===== src/rtl/vpu_pkg.sv =====
// Shared VPU request types and sizing constants for the request queue slice.
package vpu_pkg;

  localparam int VPU_OPC_W           = 8;
  localparam int VPU_ADDR_W          = 16;
  localparam int VPU_REQ_QUEUE_DEPTH = 4;

  typedef struct packed {
    logic [VPU_OPC_W-1:0]  opcode;
    logic [VPU_ADDR_W-1:0] src0;
    logic [VPU_ADDR_W-1:0] src1;
    logic [VPU_ADDR_W-1:0] dst;
  } vpu_req_t;

endpackage


===== src/rtl/vpu_req_queue_if.sv =====
// Controller-facing request channel: queue drives valid and the head request.
interface vpu_req_queue_if;
  import vpu_pkg::*;

  logic     valid;
  vpu_req_t req;

  modport src (output valid, output req);
  modport dst (input valid, input req);

endinterface


===== src/rtl/vpu_req_queue_mem.sv =====
// Request payload storage: one synchronous write port, one combinational read port, no reset.
module vpu_req_queue_mem
  import vpu_pkg::*;
#(
  parameter int DEPTH = VPU_REQ_QUEUE_DEPTH,
  parameter int PTR_W = $clog2(DEPTH)
) (
  input  logic             clk,
  input  logic             we,
  input  logic [PTR_W-1:0] waddr,
  input  vpu_req_t         wdata,
  input  logic [PTR_W-1:0] raddr,
  output vpu_req_t         rdata
);

  vpu_req_t mem [DEPTH];

  always_ff @(posedge clk) begin
    if (we) mem[waddr] <= wdata;
  end

  assign rdata = mem[raddr];

endmodule


===== src/rtl/vpu_req_queue.sv =====
// Host-to-controller request FIFO; status outputs come from registered state only.
module vpu_req_queue
  import vpu_pkg::*;
#(
  parameter int DEPTH = VPU_REQ_QUEUE_DEPTH
) (
  input  logic                     clk,
  input  logic                     rst_n,
  input  logic                     host_valid_i,
  input  vpu_req_t                 host_req_i,
  output logic                     host_ready_o,
  vpu_req_queue_if.src             req_if,
  input  logic                     req_queue_rden_i,
  input  logic                     clear_err_i,
  output logic [$clog2(DEPTH):0]   occupancy_o,
  output logic                     underflow_err_o
);

  localparam int             PTR_W    = $clog2(DEPTH);
  localparam logic [PTR_W:0] CNT_FULL = (PTR_W+1)'(DEPTH);

  logic [PTR_W-1:0] wr_ptr, rd_ptr;
  logic [PTR_W:0]   count;
  logic             err;
  logic             push, pop, empty;

  assign empty        = (count == '0);
  assign host_ready_o = (count != CNT_FULL);
  assign req_if.valid = !empty;
  assign occupancy_o  = count;
  assign underflow_err_o = err;

  // Ready is registered-only, so a pop on a full queue frees space next cycle.
  assign push = host_valid_i && host_ready_o;
  assign pop  = req_queue_rden_i && !empty;

  always_ff @(posedge clk or negedge rst_n) begin
    if (!rst_n) begin
      wr_ptr <= '0;
      rd_ptr <= '0;
      count  <= '0;
    end else begin
      if (push) wr_ptr <= wr_ptr + PTR_W'(1);
      if (pop)  rd_ptr <= rd_ptr + PTR_W'(1);
      if (push && !pop)      count <= count + (PTR_W+1)'(1);
      else if (pop && !push) count <= count - (PTR_W+1)'(1);
    end
  end

  // A new underflow outranks a clear in the same cycle.
  always_ff @(posedge clk or negedge rst_n) begin
    if (!rst_n)                        err <= 1'b0;
    else if (req_queue_rden_i && empty) err <= 1'b1;
    else if (clear_err_i)              err <= 1'b0;
  end

  vpu_req_queue_mem #(.DEPTH(DEPTH), .PTR_W(PTR_W)) u_mem (
    .clk   (clk),
    .we    (push),
    .waddr (wr_ptr),
    .wdata (host_req_i),
    .raddr (rd_ptr),
    .rdata (req_if.req)
  );

endmodule


===== src/flat_wrapper.sv =====
// flat-port wrapper written by rule: the top's interface ports become plain ports
module vpu_req_queue_flat import vpu_pkg::*;
#(
  parameter int DEPTH = VPU_REQ_QUEUE_DEPTH
)
  (clk, rst_n, host_valid_i, host_req_i, host_ready_o, req_queue_rden_i, clear_err_i, occupancy_o, underflow_err_o, req_if_valid, req_if_req);
  vpu_req_queue_if req_if_i ();
  input  logic clk;
  input  logic rst_n;
  input  logic host_valid_i;
  input  vpu_req_t host_req_i;
  output logic host_ready_o;
  input  logic req_queue_rden_i;
  input  logic clear_err_i;
  output logic [$clog2(DEPTH):0] occupancy_o;
  output logic underflow_err_o;
  output wire logic [$bits(req_if_i.valid)-1:0] req_if_valid;
  output wire logic [$bits(req_if_i.req)-1:0] req_if_req;
  assign req_if_valid = req_if_i.valid;
  assign req_if_req = req_if_i.req;
  vpu_req_queue #(.DEPTH(DEPTH)) u_core (.clk(clk), .rst_n(rst_n), .host_valid_i(host_valid_i), .host_req_i(host_req_i), .host_ready_o(host_ready_o), .req_if(req_if_i), .req_queue_rden_i(req_queue_rden_i), .clear_err_i(clear_err_i), .occupancy_o(occupancy_o), .underflow_err_o(underflow_err_o));
endmodule

===== config.mk =====
export PLATFORM = sky130hd
export DESIGN_NAME = vpu_req_queue_flat
export DESIGN_NICKNAME = d
export VERILOG_FILES = /design/src/rtl/vpu_pkg.sv /design/src/rtl/vpu_req_queue_if.sv /design/src/rtl/vpu_req_queue_mem.sv /design/src/rtl/vpu_req_queue.sv /design/src/flat_wrapper.sv
export SDC_FILE = /design/constraint.sdc
export NUM_CORES = 1
export LEC_CHECK = 0
export ABC_AREA = 1
export CAP_MARGIN = 30
export CORE_MARGIN = 4
export CORE_UTILIZATION = 50
export DETAILED_ROUTE_END_ITERATION = 8
export PLACE_DENSITY = 0.73
export SLEW_MARGIN = 20
export SYNTH_ARGS = -nofsm -noshare
export SYNTH_HDL_FRONTEND = slang
export SYNTH_SLANG_ARGS = --single-unit

===== constraint.sdc =====
create_clock -name clk -period 4.8 [get_ports clk]
set_input_delay 0.48 -clock clk [delete_from_list [all_inputs] [get_ports clk]]
set_output_delay 0.48 -clock clk [all_outputs]
set_load 0.005 [all_outputs]

# ---- Yosys cells after proc, flatten, opt, wreduce, memory -nomap -nowiden
# Memory sizes are Yosys's and may differ from the RTL's.
# Cells that the tools add are included.
dict set report word_totals {
  input_bits 61
  output_inout_bits 62
  ramBits 224
  elab_cells 27
  memories 1
  reg_bits 8
}
dict set report classes {
  add_sub_neg 4
  mux 6
  reduce_logical 11
  n_eq_ne 1
}
# memory words width read_ports rd_clocked_by_memory_dff wr line
set mem_list {}
lappend mem_list {u_core.u_mem.mem 4 56 1 0 1 vpu_req_queue_mem.sv:16} ;# vpu_req_t mem [DEPTH];
# op n
set op_table {}
lappend op_table {{two-way mux 3 bit} 2}
lappend op_table {{logical AND 1 bit} 5}
lappend op_table {{adder 2 x 1 -> 2 bit (second input constant)} 2}
lappend op_table {{two-way mux 1 bit} 4}
lappend op_table {{nonzero test 2 bit} 2}
lappend op_table {{adder 3 x 1 -> 3 bit (second input constant)} 1}
lappend op_table {{zero test 1 bit} 3}
lappend op_table {{zero test 3 bit} 1}
lappend op_table {{!= test 3 bit (second input constant)} 1}
lappend op_table {{subtractor 3 x 1 -> 3 bit (second input constant)} 1}

# ---- Depth between registers and ports, before layout
# Gate-level depths: netlist (run 1).
dict set report depth {
  depth_word 6
  depth_mapped 12
  depth_no_buf 12
}

# ---- Hierarchy
# Synthesis (run 1) repeated with hierarchy kept, for this count alone.
dict set report hier_totals {
  hier_cells 941
  hier_area_um2 9912.0
}
# mod cells_per_inst area_each_um2 n_inst
set modules_own_cells {}
lappend modules_own_cells {vpu_req_queue_mem 886 9462.8 1}
lappend modules_own_cells {vpu_req_queue 55 449.2 1}

# ---- Worst setup path after synthesis (run 1)
# Ideal clock, no wire load.
dict set report synth_timing {
  path_type {reg-to-reg}
  start {register u_core.count[0] (netlist: u_core.occupancy_o[0])}
  end {memory u_core.u_mem.mem[0][0] (netlist name) (enable)}
  n_path_buf 0
  arrival_ps 3126
  setup_ps 470
  path_slack_ps 1203
  path_stages_with_launch 5
  cell_sequence {dfrtp_1 inv_2 nand3_1 nand2_1 nor2_1}
}
dict set report synth_between {
  elab_chain_cells 4
}
# item line
set synth_rtl {}
lappend synth_rtl {{start: declaration} vpu_req_queue.sv:23} ;# logic [PTR_W:0] count;
lappend synth_rtl {{start signal: assignment} vpu_req_queue.sv:45} ;# if (push && !pop) count <= count + (PTR_W+1)'(1);
lappend synth_rtl {{start signal: assignment} vpu_req_queue.sv:46} ;# else if (pop && !push) count <= count - (PTR_W+1)'(1);
lappend synth_rtl {{!= test 3 bit} vpu_req_queue.sv:28} ;# assign host_ready_o = (count != CNT_FULL);
lappend synth_rtl {{via host_ready_o} flat_wrapper.sv:12} ;# output logic host_ready_o;
lappend synth_rtl {{logical AND 1 bit} vpu_req_queue.sv:34} ;# assign push = host_valid_i && host_ready_o;
lappend synth_rtl {{two-way mux 1 bit} vpu_req_queue_mem.sv:19} ;# if (we) mem[waddr] <= wdata;
lappend synth_rtl {{two-way mux 1 bit (not written as such)} vpu_req_queue_mem.sv:19}
lappend synth_rtl {{end: declaration} vpu_req_queue_mem.sv:16}
# The timed path passes the listed nets, and every way through them passes these cells.

# ---- Worst setup path in the final report (run 1)
dict set report layout_timing {
  start {register u_core.rd_ptr[0]}
  end {output port req_if_req[25]}
}
dict set report layout_between {
  elab_chain_cells 1
}
# item line
set layout_rtl {}
lappend layout_rtl {{start: declaration} vpu_req_queue.sv:22} ;# logic [PTR_W-1:0] wr_ptr, rd_ptr;
lappend layout_rtl {{start signal: assignment} vpu_req_queue.sv:44} ;# if (pop) rd_ptr <= rd_ptr + PTR_W'(1);
lappend layout_rtl {{memory read (4 x 56 bit)} --}
lappend layout_rtl {{end: declaration} flat_wrapper.sv:18} ;# output wire logic [$bits(req_if_i.req)-1:0] req_if_req;
# Every way passes these cells.

==> run summary, run 1 <==
===============================================================================================
Status                                                                             finished, final reports clean
WP data arrival                                                                         2890 ps
Instance area at placement                                                          11190 sq um
CP Class                                                                           flip-flop to primary output
FF+latch area                                                                        6930 sq um
Maximum resistive drop on vdd                                                          407.3 uV
Crit path launch type                                                                 flip-flop
Worst clock skew on the final layout                                                   6.991 ps
Area leader, netlist                                                               sky130_fd_sc_hd__edfxtp_1
Post-detailed-route DRC marker count                                                          0
Fin. max-slew vios                                                                            0
Number of buffers inserted to repair setup after CTS                                          0
Post-route standard cell area excluding fillers                                     11920 sq um
Final weighted congestion of routability-driven global placement                         0.7094
Root buffer cell                                                                   sky130_fd_sc_hd__clkbuf_16
Number of enable-type register cells in the synthesized netlist                             224
Leakage                                                                                4.615 nW
Power density over the cells                                                       602.2 nW/um^2
WP buf/inv                                                                                    3
Starting utilization of the core area                                                    50.76%
Critical Path RT                                                                        4320 ps
Combined area of the multi-input logic cells                                         2125 sq um
Synthesized area per cell                                                           13.80 sq um
CP peak stage delay                                                                      540 ps
Number of inserted diodes                                                                     0
Kind of cell adding the most delay to the critical path                            buffers and inverters
Via density                                                                               4.903
Post-route insts no fill                                                                   1123
CP endpoint kind                                                                   primary output
Clock latency on the worst-skew pair                                                     500 ps
Commonest register cell after synthesis                                            sky130_fd_sc_hd__edfxtp_1
Number of nets in the layout                                                                908
Switching share of total power                                                           32.67%
Layout cells sized above 1                                                               17.60%
Total half-perimeter wirelength after legalization and detailed placement              11.20 mm
Ordered list of cells on the worst path                                            inv_8, buf_4, o211ai_1, nand2_1, clkdlybuf4s50_1
Global route total overflow                                                                   0
Number of DRC markers after the initial detailed-route iteration                            273
Clock Path Buffers                                                                            3
Maximum number of pins on one net before global-route repair                                129
Number of instances in the synthesized netlist                                              716
Clock tree from TritonCTS                                                                 built
Routed vias                                                                                5506
Most common cell in the netlist                                                    sky130_fd_sc_hd__edfxtp_1
H-tree depth                                                                                  1
Fraction of the yosys area taken by sequential cells                                     70.12%
Clock input transition at the sequential cells of the worst setup and hold paths          60 ps
Clock buffers created by TritonCTS                                                           24
Setup repair after global routing missed its margin                                       false
Commonest cells post-synth                                                         sky130_fd_sc_hd__edfxtp_1, sky130_fd_sc_hd__nand2_1, sky130_fd_sc_hd__inv_1
Cells after DPL                                                                            1079
First-pass GRT wire length                                                             28.84 mm
Antenna violations before repair                                                              0
Flop and latch count out of synthesis                                                       232
Number of search-and-repair iterations in the first detailed-routing pass                     4
Crit share post-route                                                                    70.14%
Average detailed-routed wire length per instance                                       16.08 um
Post-synth design cell area                                                          9878 sq um
Net count of the mapped netlist                                                             783
Core box area                                                                       19460 sq um
Setup ws final                                                                          1433 ps
Io pins                                                                                     123
Combinational Power Share                                                                 38.2%
Setup Viol. Count Final                                                                       0
Worst slack, placed                                                                     1902 ps
Sequential fraction of design power                                                       38.9%
Post-detailed-route count of antenna-violating nets                                           0
Unique masters post-synth                                                                    24
Internal power consumption                                                             4.832 mW
Horizontal extent of the die                                                           148.6 um
Floorplan die height                                                                   148.6 um
Async set or reset register ratio after synthesis                                        3.448%
Hold Fails Final Rpt                                                                          0
Max-cap violation count                                                                       0
Wire length reported by the detailed router                                            18.06 mm
Count of filler cells inserted in the layout                                               1503
Number of global-route vias before repair                                                  5491
Synth area leaders                                                                 sky130_fd_sc_hd__edfxtp_1, sky130_fd_sc_hd__o211ai_2, sky130_fd_sc_hd__nand2_1, sky130_fd_sc_hd__inv_1, sky130_fd_sc_hd__o211ai_1
Sink Count                                                                                  232
Area growth from synthesis to layout                                                     20.63%
Clk pwr share                                                                             22.9%
Slew of the pin with the lowest slew margin                                            910.5 ps
Max Clk Rate                                                                         0.2970 GHz
Relative slew margins                                                                    39.16%
Number of buffers inserted by port buffering                                                122
Setup TNS after final layout                                                               0 ps
Maximum fanout along the worst path                                                         128
Net Sw Power                                                                           2.344 mW
CP max stage cell                                                                  sky130_fd_sc_hd__inv_8
Post-CTS Hold Buffers                                                                         0
Gates resized, CTS repair                                                                     0
Top-area cell type share of the netlist area                                             68.09%
Hold Path Class                                                                    primary input to asynchronous set/reset pin
Full die area                                                                       22070 sq um
Num rows                                                                                     51
Global router's overall resource usage                                                   16.50%
Shortest period the worst path allows                                                   3367 ps
Synth warn                                                                                    0
===============================================================================================
[routing by layer]
layer  GRT usage [%]  routed length [um]  part of all wire (%)  vias to the layer above
met3           3.352                 925                   5.1                       29
met4           5.266                 391                   2.2                        0
met1           21.46                7757                    43                     2640
li1                -                   -                     -                     2728
met2           28.07                8984                    50                      109
met5               0                   0                     0                        -
[final cells by class]
class / instances / area share (%)
clock buffers: 28 / 5.344
well taps: 265 / 2.782
multi-input cells: 318 / 17.83
repair buffers: 135 / 11.17
inverters: 130 / 4.158
clock inverters: 15 / 0.5565
flip-flops and latches: 232 / 58.16
[final timing paths]
path,startpoint,to,slack (ps),cells after the start
max,u_core.rd_ptr[0],req_if_req[25],1430,5
max reg2reg,u_core.occupancy_o[1],u_core.u_mem.mem[1][17],2300,5
min,rst_n,u_core.rd_ptr[1],260,1
min reg2reg,u_core.occupancy_o[2],u_core.occupancy_o[2],530,2
max in group asynchronous,rst_n,u_core.rd_ptr[1],4230,1
min in group clk,u_core.occupancy_o[2],u_core.occupancy_o[2],530,2
[sequential cells by signal (all words and copies together) (netlist names)]
signal / cells
u_core.occupancy_o: 3
u_core.rd_ptr: 2
u_core.u_mem.mem: 224
u_core.underflow_err_o: 1
u_core.wr_ptr: 2
[through the flow]
| step | power, mW | hold slack, ps | utilization, % |
|---|---|---|---|
| after floorplan | 4.586 | 184.4 | - |
| after global placement | 5.568 | 517.0 | 57.51 |
| after detailed placement | 5.615 | 513.2 | 57.51 |
| after CTS | 7.275 | 266.1 | 61.12 |
| after global routing | 7.649 | 296.1 | 61.23 |
| final | 7.176 | 263.9 | 61.23 |
[logic make-up after synthesis]
group / share of synthesized area [%]
AO/OA/AOI/OAI: 11.67
buffers and inverters: 8.676
adder cells (fa/ha/maj): 0.8360
XOR/XNOR: 0.08868
AND/OR/NAND/NOR: 8.613
flip-flops: 70.12
[cell usage in the layout (no fill, tap or decap)]
master	Yosys	final
sky130_fd_sc_hd__buf_12	7	1
sky130_fd_sc_hd__buf_4	5	12
sky130_fd_sc_hd__clkbuf_1	4	3
sky130_fd_sc_hd__clkbuf_16	0	25
sky130_fd_sc_hd__clkdlybuf4s50_1	0	122
sky130_fd_sc_hd__clkinv_1	0	10
sky130_fd_sc_hd__clkinv_2	0	4
sky130_fd_sc_hd__clkinv_4	0	1
sky130_fd_sc_hd__dfrtp_1	8	7
sky130_fd_sc_hd__dfrtp_4	0	1
sky130_fd_sc_hd__edfxtp_1	224	224
sky130_fd_sc_hd__fa_1	1	1
sky130_fd_sc_hd__ha_1	5	5
sky130_fd_sc_hd__inv_1	127	127
sky130_fd_sc_hd__inv_2	2	2
sky130_fd_sc_hd__inv_8	0	1
sky130_fd_sc_hd__nand2_1	145	145
sky130_fd_sc_hd__nand2_2	40	40
sky130_fd_sc_hd__nand3_1	7	7
sky130_fd_sc_hd__nand4_1	1	1
sky130_fd_sc_hd__nor2_4	0	4
sky130_fd_sc_hd__o211ai_1	52	52
sky130_fd_sc_hd__o211ai_2	60	60
sky130_fd_sc_hd__o21ai_0	1	1
sky130_fd_sc_hd__o22ai_1	1	1
sky130_fd_sc_hd__xnor2_1	1	1
[power groups by stage]
stage | clock, mW | combinational [mW] | sequential [mW]
6_report | 1.64 | 2.74 | 2.79
5_1_grt | 1.78 | 3.05 | 2.82
4_1_cts | 1.69 | 2.80 | 2.79
3_5_place_dp | 0 | 2.78 | 2.83
3_3_place_gp | 0 | 2.75 | 2.82
2_1_floorplan | 0 | 1.75 | 2.84
Note: power is estimated with default switching activity, not from simulation.
==> run 2, diff against run 1 <==
- PLACE_DENSITY: 0.73 -> 0.76
- clock period: 4.8 -> 2.8 ns (I/O delays scaled with it)
==> run summary, run 2 (synthesis gave the netlist of run 1 again) <==
===============================================================================================
Number of inserted diodes                                                                     0   unchanged
CP Class                                                                           flip-flop to primary output
CP endpoint kind                                                                   primary output
Most common cell after layout, fill and taps aside                                 sky130_fd_sc_hd__edfxtp_1
Routed vias                                                                                5574   +1.2%
Cells after DPL                                                                            1087   +0.74%
Maximum number of pins on one net before global-route repair                                 60   -53%
Clock input transition at the sequential cells of the worst setup and hold paths          60 ps   about the same
Post-detailed-route count of antenna-violating nets                                           0   unchanged
Root buffer cell                                                                   sky130_fd_sc_hd__clkbuf_16
Largest register FFs                                                                        224   unchanged
CP peak stage delay                                                                      610 ps   +70 ps
Crit share post-route                                                                    95.39%
Worst clock skew on the final layout                                                   7.885 ps   +0.8942 ps
Power density over the cells                                                       1042 nW/um^2   +73%
Highest-count cells in the layout ignoring fill and taps                           sky130_fd_sc_hd__edfxtp_1, sky130_fd_sc_hd__nand2_1, sky130_fd_sc_hd__inv_1, sky130_fd_sc_hd__clkdlybuf4s50_1, sky130_fd_sc_hd__o211ai_2
Post-route standard cell area excluding fillers                                     12060 sq um   +1.2%
Floorplan die height                                                                   148.6 um   unchanged
Number of search-and-repair iterations in the first detailed-routing pass                     5   +1
Crit path launch type                                                                 flip-flop
Sink Count                                                                                  232   unchanged
Setup Viol. Count Final                                                                       0   unchanged
Post-route insts no fill                                                                   1127   +0.36%
Max-cap violation count                                                                       0   unchanged
Reg with most FFs                                                                  u_core.u_mem.mem
Status                                                                             finished, final reports clean
Average detailed-routed wire length per instance                                       16.00 um   -0.50%
Reg2reg setup slack                                                                      690 ps   -1610 ps
First-pass GRT wire length                                                             28.92 mm   +0.26%
Post-detailed-route DRC marker count                                                          0   unchanged
Clock latency on the worst-skew pair                                                     500 ps   about the same
Wire length reported by the detailed router                                            18.03 mm   -0.14%
Final weighted congestion of routability-driven global placement                         0.7585   +6.9%
Design Power                                                                           12.57 mW   +75%
Hold Path Class                                                                    primary input to asynchronous set/reset pin
Setup repair after global routing missed its margin                                       false
Horizontal extent of the die                                                           148.6 um   unchanged
Global route total overflow                                                                   0   unchanged
Number of global-route vias before repair                                                  5576   +1.5%
Leakage                                                                                4.676 nW   +1.3%
CP max stage cell                                                                  sky130_fd_sc_hd__dfrtp_4
Num rows                                                                                     51   unchanged
Io pins                                                                                     123   unchanged
Kind of cell adding the most delay to the critical path                            buffers and inverters
Ordered list of cells on the worst path                                            buf_4, o211ai_1, nand2_1, clkdlybuf4s50_1
Critical Path RT                                                                        2520 ps   -1800 ps
Full die area                                                                       22070 sq um   unchanged
Total half-perimeter wirelength after legalization and detailed placement              11.13 mm   -0.61%
Max Clk Rate                                                                         0.3744 GHz
Slew of the pin with the lowest slew margin                                            521.1 ps   -389.4 ps
Fraction of the core area covered by cells at the end of the flow                        61.99%   +0.76 points
Instance area at placement                                                          11340 sq um   +1.3%
H-tree depth                                                                                  1   unchanged
WP buf/inv                                                                                    2   -1
Clock Path Buffers                                                                            3   unchanged
Global router's overall resource usage                                                   16.39%   -0.11 points
Via density                                                                               4.946   +0.88%
Fin. max-slew vios                                                                            0   unchanged
Area growth from synthesis to layout                                                     22.13%
Clock buffers created by TritonCTS                                                           23   -4.2%
Antenna violations before repair                                                              0   unchanged
Hold Fails Final Rpt                                                                          0   unchanged
Number of buffers inserted by port buffering                                                122   unchanged
Number of buffers inserted to repair setup after CTS                                          0   unchanged
Number of nets in the layout                                                                914   +0.66%
Maximum resistive drop on vdd                                                          631.7 uV   +55%
Clock tree from TritonCTS                                                                 built
Relative slew margins                                                                    65.26%   +26 points
Core box area                                                                       19460 sq um   unchanged
Shortest period the worst path allows                                                   2671 ps
Starting utilization of the core area                                                    50.76%   unchanged
Maximum fanout along the worst path                                                          26   -80%
Setup TNS after final layout                                                               0 ps   unchanged
WP data arrival                                                                         2390 ps   -500 ps
Number of DRC markers after the initial detailed-route iteration                            281   +2.9%
Layout cells sized above 1                                                               18.33%   +0.73 points
Count of filler cells inserted in the layout                                               1493   -0.67%
===============================================================================================
==> run 2: changes by cell type in the layout (fill, tap and decap cells not counted), sizes merged <==
| cell | before | now |
|---|---|---|
| buf | 13 | 20 |
| bufinv | 0 | 3 |
| clkbuf | 28 | 26 |
| clkinvlp | 0 | 1 |
| clkinv | 15 | 10 |
==> run 2: final timing paths <==
check                                      startpoint                endpoint  cells after the start
worst min-delay path                            rst_n        u_core.rd_ptr[1]                      1
worst max register to register  u_core.occupancy_o[1]   u_core.occupancy_o[1]                      9
min in group clk                          clear_err_i  u_core.underflow_err_o                      2
worst min register to register       u_core.rd_ptr[0]        u_core.rd_ptr[0]                      2
max in group asynchronous                       rst_n        u_core.rd_ptr[1]                      1
worst max-delay path                 u_core.rd_ptr[1]          req_if_req[46]                      4
==> run 2: report_power, final <==
| group | total [mW] | leakage, nW | switching [mW] | internal, mW |
|---|---|---|---|---|
| sequential | 4.82 | 2.15 | 0.250 | 4.57 |
| combinational | 4.88 | 2.18 | 2.61 | 2.27 |
| clock | 2.87 | 0.343 | 1.18 | 1.68 |
| total | 12.6 | 4.68 | 4.04 | 8.52 |
==> run 2: final cells by class <==
| class | count | area, sq um | area share (%) |
|---|---|---|---|
| Sequential cell | 232 | 6930 | 57.45 |
| Multi-Input combinational cell | 318 | 2125 | 17.61 |
| Timing Repair Buffer | 142 | 1459 | 12.09 |
| Clock buffer | 26 | 586.8 | 4.864 |
| Inverter | 130 | 514.2 | 4.263 |
| Tap cell | 265 | 331.6 | 2.748 |
| Clock inverter | 14 | 117.6 | 0.9749 |
==> run 2: metrics by stage <==
step	worst slack [ps]	hold WS, ps
detailed placement	605.6	517.4
global placement	633.2	518.3
global route	7.456	80.01
CTS	56.85	69.56
finish	129.0	79.64
floorplan	-796.6	-15.59
==> run 2: repair_timing <==
action | CTS | global route
endpoints found under the setup margin | 0 | 5
hold buffers | 0 | 0
resized for setup | 0 | 2
==> run 2: layer usage <==
metal	share of wire (%)	global-route usage (%)
met5	0	0
met4	1.5	4.065
met3	5.0	3.047
met2	51	28.55
met1	43	21.40
==> edit 1: new RTL, flow settings as in run 1 <==
Make the reset (`rst_n`) synchronous in 2 clocked blocks.
--- a/src/rtl/vpu_req_queue.sv
+++ b/src/rtl/vpu_req_queue.sv
@@ -36,3 +36,3 @@
 
-  always_ff @(posedge clk or negedge rst_n) begin
+  always_ff @(posedge clk) begin
     if (!rst_n) begin
@@ -50,3 +50,3 @@
   // A new underflow outranks a clear in the same cycle.
-  always_ff @(posedge clk or negedge rst_n) begin
+  always_ff @(posedge clk) begin
     if (!rst_n)                        err <= 1'b0;
Formal check against the unedited RTL: differs if rst_n is asserted again (counterexample within 4 cycles, from zero or initial values and one cycle with rst_n low); with rst_n held inactive, the same outputs for 4 cycles.
==> edit 1 against run 1 <==
  * Critical path depth unchanged
  * Critical endpoint is now req_if_req[20]
  * Routed wire length is 4.3% higher
  * First-iteration DRC count is 27% higher
  * Combinational power fell by 41%
  * Setup slack better by 0.027 ns
  * Non-clock buffer count shrank 2
  * Sequential cell count grew 2
  * Via count down 1.7%
  * Final cell count down 13%
  * Area after synthesis down 7.4%
  * Total power shrank 19%
  * Cell area down 5.8%
==> edit 1: results (changes against run 1) <==
* Status: completed
* Met3 Use GR at 3.55% (+0.20 points)
* First-pass GRT wire length at 29,200 µm (+1.4%)
* Switch Pwr at 1.63 mW (-30%)
* Dpl cell area at 0.0105 mm² (-6.0%)
* WHS Path Cells at 2
* R2r setup slk at 2.22 ns (-0.08 ns)
* Worst hold path class: register to register
* Routability Congestion at 0.755 (+6.4%)
* GRT Total Usage at 18.2% (+1.7 points)
* Worst skew pair latency at 0.50 ns (about the same)
* Layout cells sized above 1 at 13.2% (-4.4 points)
* Detailed Place HPWL at 11,300 µm (+0.62%)
* Vias in the first global route at 5,536 (+0.82%)
* CTS Buf Count at 23 (-4.2%)
* DRT Pass-1 Iters at 5 (+1)
* Peak VDD IR at 363 µV (-11%)
* Syn Inst Count at 615 (-14%)
* GR Layer Usage met2 at 31.2% (+3.2 points)
* CTS max path bufs at 3 (unchanged)
* Synth unique cells at 26 (+8.3%)
* Post-Syn Nets at 682 (-13%)
* Crit path max fanout at 46 (-64%)
* Cell family with most CP delay: buffers and inverters
* Post-CTS sizing at 0 (unchanged)
* Post-synth EDFFs at 224 (unchanged)
* Initial antenna violation count at 0 (unchanged)
* Slowest CP cell: buf_4
* Root buf cell: clkbuf_16
* Nets at 804 (-11%)
* Lkg Pwr at 3.71 nW (-20%)
* Area contributors post-synth: edfxtp_1 (74%), o21ai_0 (4.5%), nor2_1 (4.1%), o22ai_2 (2.7%), nor2_4 (2.5%)
* Crit path largest cell delay at 0.58 ns (+0.04 ns)
* Synth warn at 0 (unchanged)
* Met1 usage at 23.8% (+2.3 points)
* Slew margin rel. at 36.9% (-2.2 points)
* Sequential-to-total area share from yosys stat at 75.7% (+5.6 points)
* Largest Register: u_core.u_mem.mem
* Wire length per cell at 19.3 µm (+20%)
* Clk_skew at 0.0114 ns (+0.00439 ns)
* Via count at 5,410 (-1.7%)
* Post-CTS Setup Bufs at 0 (unchanged)
* Starting DRT DRC Count at 346 (+27%)
* Synth async-reset ratio at 0% (-3.4 points)
* Commonest cells in the synthesized netlist: edfxtp_1 (224), nor2_1 (100), o21ai_0 (83)
* Placed Instances at 940 (-13%)
* CTS clk-pin slew, worst paths at 0.06 ns (about the same)
* H-tree depth at 1 (unchanged)
* Hold Slack at 0.482 ns (+0.218 ns)
* Largest net degree at the start of global routing at 113 (-12%)
* WP data arrival at 2.86 ns (-0.03 ns)
* Finished Layout Cells at 978 (-13%)
* IO buf count at 122 (unchanged)
* Diode count at 0 (unchanged)
* Worst R2R Path Depth at 5 (unchanged)
* Number of flip-flops under the largest register name at 224 (unchanged)
==> edit 1: area by class of cell <==
| type | count | area, µm² |
|---|---|---|
| Fill cell | 1308 | 6730 |
| Timing Repair Buffer | 133 | 1330 |
| Clock buffer | 26 | 587 |
| Clock inverter | 11 | 103 |
| Multi-Input combinational cell | 328 | 1930 |
| Sequential cell | 234 | 6930 |
| Tap cell | 229 | 287 |
| Inverter | 17 | 66.3 |
==> edit 1: worst reg2reg max path, cell delays in order (launching register included) <==
cell and delay [ns]:
dfxtp_1 0.42, nor2_1 0.11, nand2_1 0.16, nand2_1 0.29
nor2_4 0.62, buf_4 0.59
==> edit 1: cells by family after synthesis <==
kind of cell | after synthesis | synth area share, %
xor+xnor | 1 | 0.0958
flops | 234 | 75.7
compound gates | 173 | 11.8
simple gates | 148 | 7.99
fa+ha+maj | 6 | 0.903
buf+inv | 53 | 3.52
==> edit 1: path summary, 6_finish.rpt <==
path                             end                    from
min           u_core.underflow_err_o  u_core.underflow_err_o
min reg2reg   u_core.underflow_err_o  u_core.underflow_err_o
max reg2reg  u_core.u_mem.mem[3][23]   u_core.occupancy_o[0]
max                   req_if_req[20]                register
==> edit 1: metrics by stage <==
step	util, %	setup slack (ns)	total power, mW
finish	62.5	1.46	5.84
global route	62.5	1.31	6.14
CTS	62.4	1.43	5.89
detailed placement	58.6	1.86	4.23
global placement	58.5	1.78	4.17
floorplan	-	1.22	3.46
==> edit 1: routing by layer <==
| layer | wire length [µm] | part of all wire, % |
|---|---|---|
| met3 | 1190 | 6.3 |
| met4 | 487 | 2.6 |
| met2 | 9550 | 51 |
| met1 | 7600 | 40 |
| met5 | 0 | 0 |
==> edit 1: power by group through the flow <==
stage | Sequential, mW | Clock (mW) | Combinational (mW)
final | 2.55 | 1.66 | 1.62
after global routing | 2.57 | 1.79 | 1.78
after CTS | 2.55 | 1.70 | 1.64
after detailed placement | 2.59 | 0 | 1.63
after global placement | 2.58 | 0 | 1.59
after floorplan | 2.59 | 0 | 0.870
==> edit 2: new RTL, flow settings as in run 1 <==
Made on the original files. Set the package constant `VPU_OPC_W` to 6 (it was 8).
--- a/src/rtl/vpu_pkg.sv
+++ b/src/rtl/vpu_pkg.sv
@@ -3,3 +3,3 @@
 
-  localparam int VPU_OPC_W           = 8;
+  localparam int VPU_OPC_W           = 6;
   localparam int VPU_ADDR_W          = 16;
Ports: changed (resized host_req_i and req_if_req); port bits go from 123 to 119. No check against the original RTL was run, so the function may have changed too.
==> edit 2 against run 1 <==
  * Routed wire length down 0.75%
  * Hold slack gained 0.015 ns
  * Total power down 4.5%
  * Setup slack better by 0.18 ns
  * Critical path type unchanged
  * Sequential cell count decreased by 8
  * Area after synthesis shrank 8.7%
  * Non-clock buffer count fell by 9
  * Global-route usage is 0.84 points higher
  * Cell area down 6.5%
  * Synthesized cell count down 3.4%
==> edit 2: results (changes against run 1) <==
* Post-synth EDFFs at 216 (-3.6%)
* Synthesized-area fraction occupied by adder cells at 0.915% (+0.079 points)
* Routed wire length at 17,900 µm (-0.75%)
* Lkg Pwr at 4.30 nW (-6.8%)
* Post-Syn Nets at 757 (-3.3%)
* Slowest CP cell: clkdlybuf4s50_1
* First-pass GRT wire length at 27,800 µm (-3.4%)
* Nets at 874 (-3.7%)
* WP data arrival at 2.71 ns (-0.18 ns)
* Largest net degree at the start of global routing at 148 (+15%)
* Layout cells sized above 1 at 6.17% (-11 points)
* Detailed Place HPWL at 11,100 µm (-1.0%)
* Wire length on met2 at 9320 µm (+3.7%)
* Met3 Use GR at 3.02% (-0.33 points)
* Slew at the pin closest to its max-slew limit at 0.862 ns (-0.0486 ns)
* Worst r2r src: u_core.occupancy_o[0]
* Synth Area in Compound Gates at 9.11% (-2.6 points)
* Area contributors post-synth: edfxtp_1 (72%), o211ai_1 (9.0%), nand2_1 (7.4%), inv_1 (5.1%), dfrtp_1 (2.2%)
* Routability Congestion at 0.726 (+2.3%)
* GRT Total Usage at 17.3% (+0.84 points)
* Synth unique cells at 19 (-21%)
* Status: completed
* Crit path largest cell delay at 0.51 ns (-0.03 ns)
* GR Layer Usage met2 at 31.4% (+3.3 points)
* Sequential-to-total area share from yosys stat at 74.1% (+4.0 points)
* Placed Instances at 1,008 (-6.6%)
* Vias in the first global route at 5,429 (-1.1%)
* Synth async-reset ratio at 3.57% (+0.12 points)
* Crit path max fanout at 121 (-5.5%)
* Clk_skew at 0.00961 ns (+0.00262 ns)
* Starting DRT DRC Count at 321 (+18%)
* Commonest cells in the synthesized netlist: edfxtp_1 (216), nand2_1 (179), inv_1 (123)
* Met3 WL at 808 µm (-13%)
* Number of flip-flops under the largest register name at 216 (-3.6%)
* Initial antenna violation count at 1 (+1)
edit 2: layout make-up:
class,count,area [µm²]
flip-flops and latches,224,6690
fillers,1230,6340
multi-input cells,308,1670
repair buffers,126,1290
clock buffers,27,591
inverters,126,478
well taps,225,282
clock inverters,15,139
diodes,1,2.50
edit 2: per-stage QoR:
step	utilization (%)	power (mW)	cell area, µm²	setup WS (ns)
final	63.7	6.85	11100	1.61
after global routing	63.7	7.24	11100	1.45
after CTS	63.6	6.91	11100	1.47
after detailed placement	59.4	5.21	10400	1.76
after global placement	59.3	5.11	10400	1.85
after floorplan	-	4.05	9020	1.29
edit 2: cells by family (layout without fill, tap and decap cells):
| kind of cell | after synthesis | after routing |
|---|---|---|
| other | 0 | 1 |
| AOI/OAI and AO/OA | 110 | 110 |
| and+or+nand+nor | 191 | 191 |
| xor gates and xnor gates | 1 | 1 |
| DFF | 224 | 224 |
| buffers and inverters | 160 | 294 |
| adders and majority gates | 6 | 6 |
edit 2: power by group through the flow:
stage	combinational, mW	sequential [mW]	clock (mW)
final	2.46	2.69	1.70
after global placement	2.40	2.71	0
after detailed placement	2.48	2.73	0
after floorplan	1.32	2.72	0
after global routing	2.72	2.71	1.81
after CTS	2.50	2.69	1.73
edit 2: path summary, 6_finish.rpt:
kind / endpoint / cells past startpoint / slack, ns
max: req_if_req[33] / 6 / 1.61
min: u_core.occupancy_o[0] / 1 / 0.28
max reg2reg: u_core.u_mem.mem[3][43] / 5 / 2.09
min reg2reg: u_core.underflow_err_o / 2 / 0.55
max in group asynchronous: u_core.rd_ptr[1] / 1 / 4.21
min in group clk: u_core.underflow_err_o / 2 / 0.55
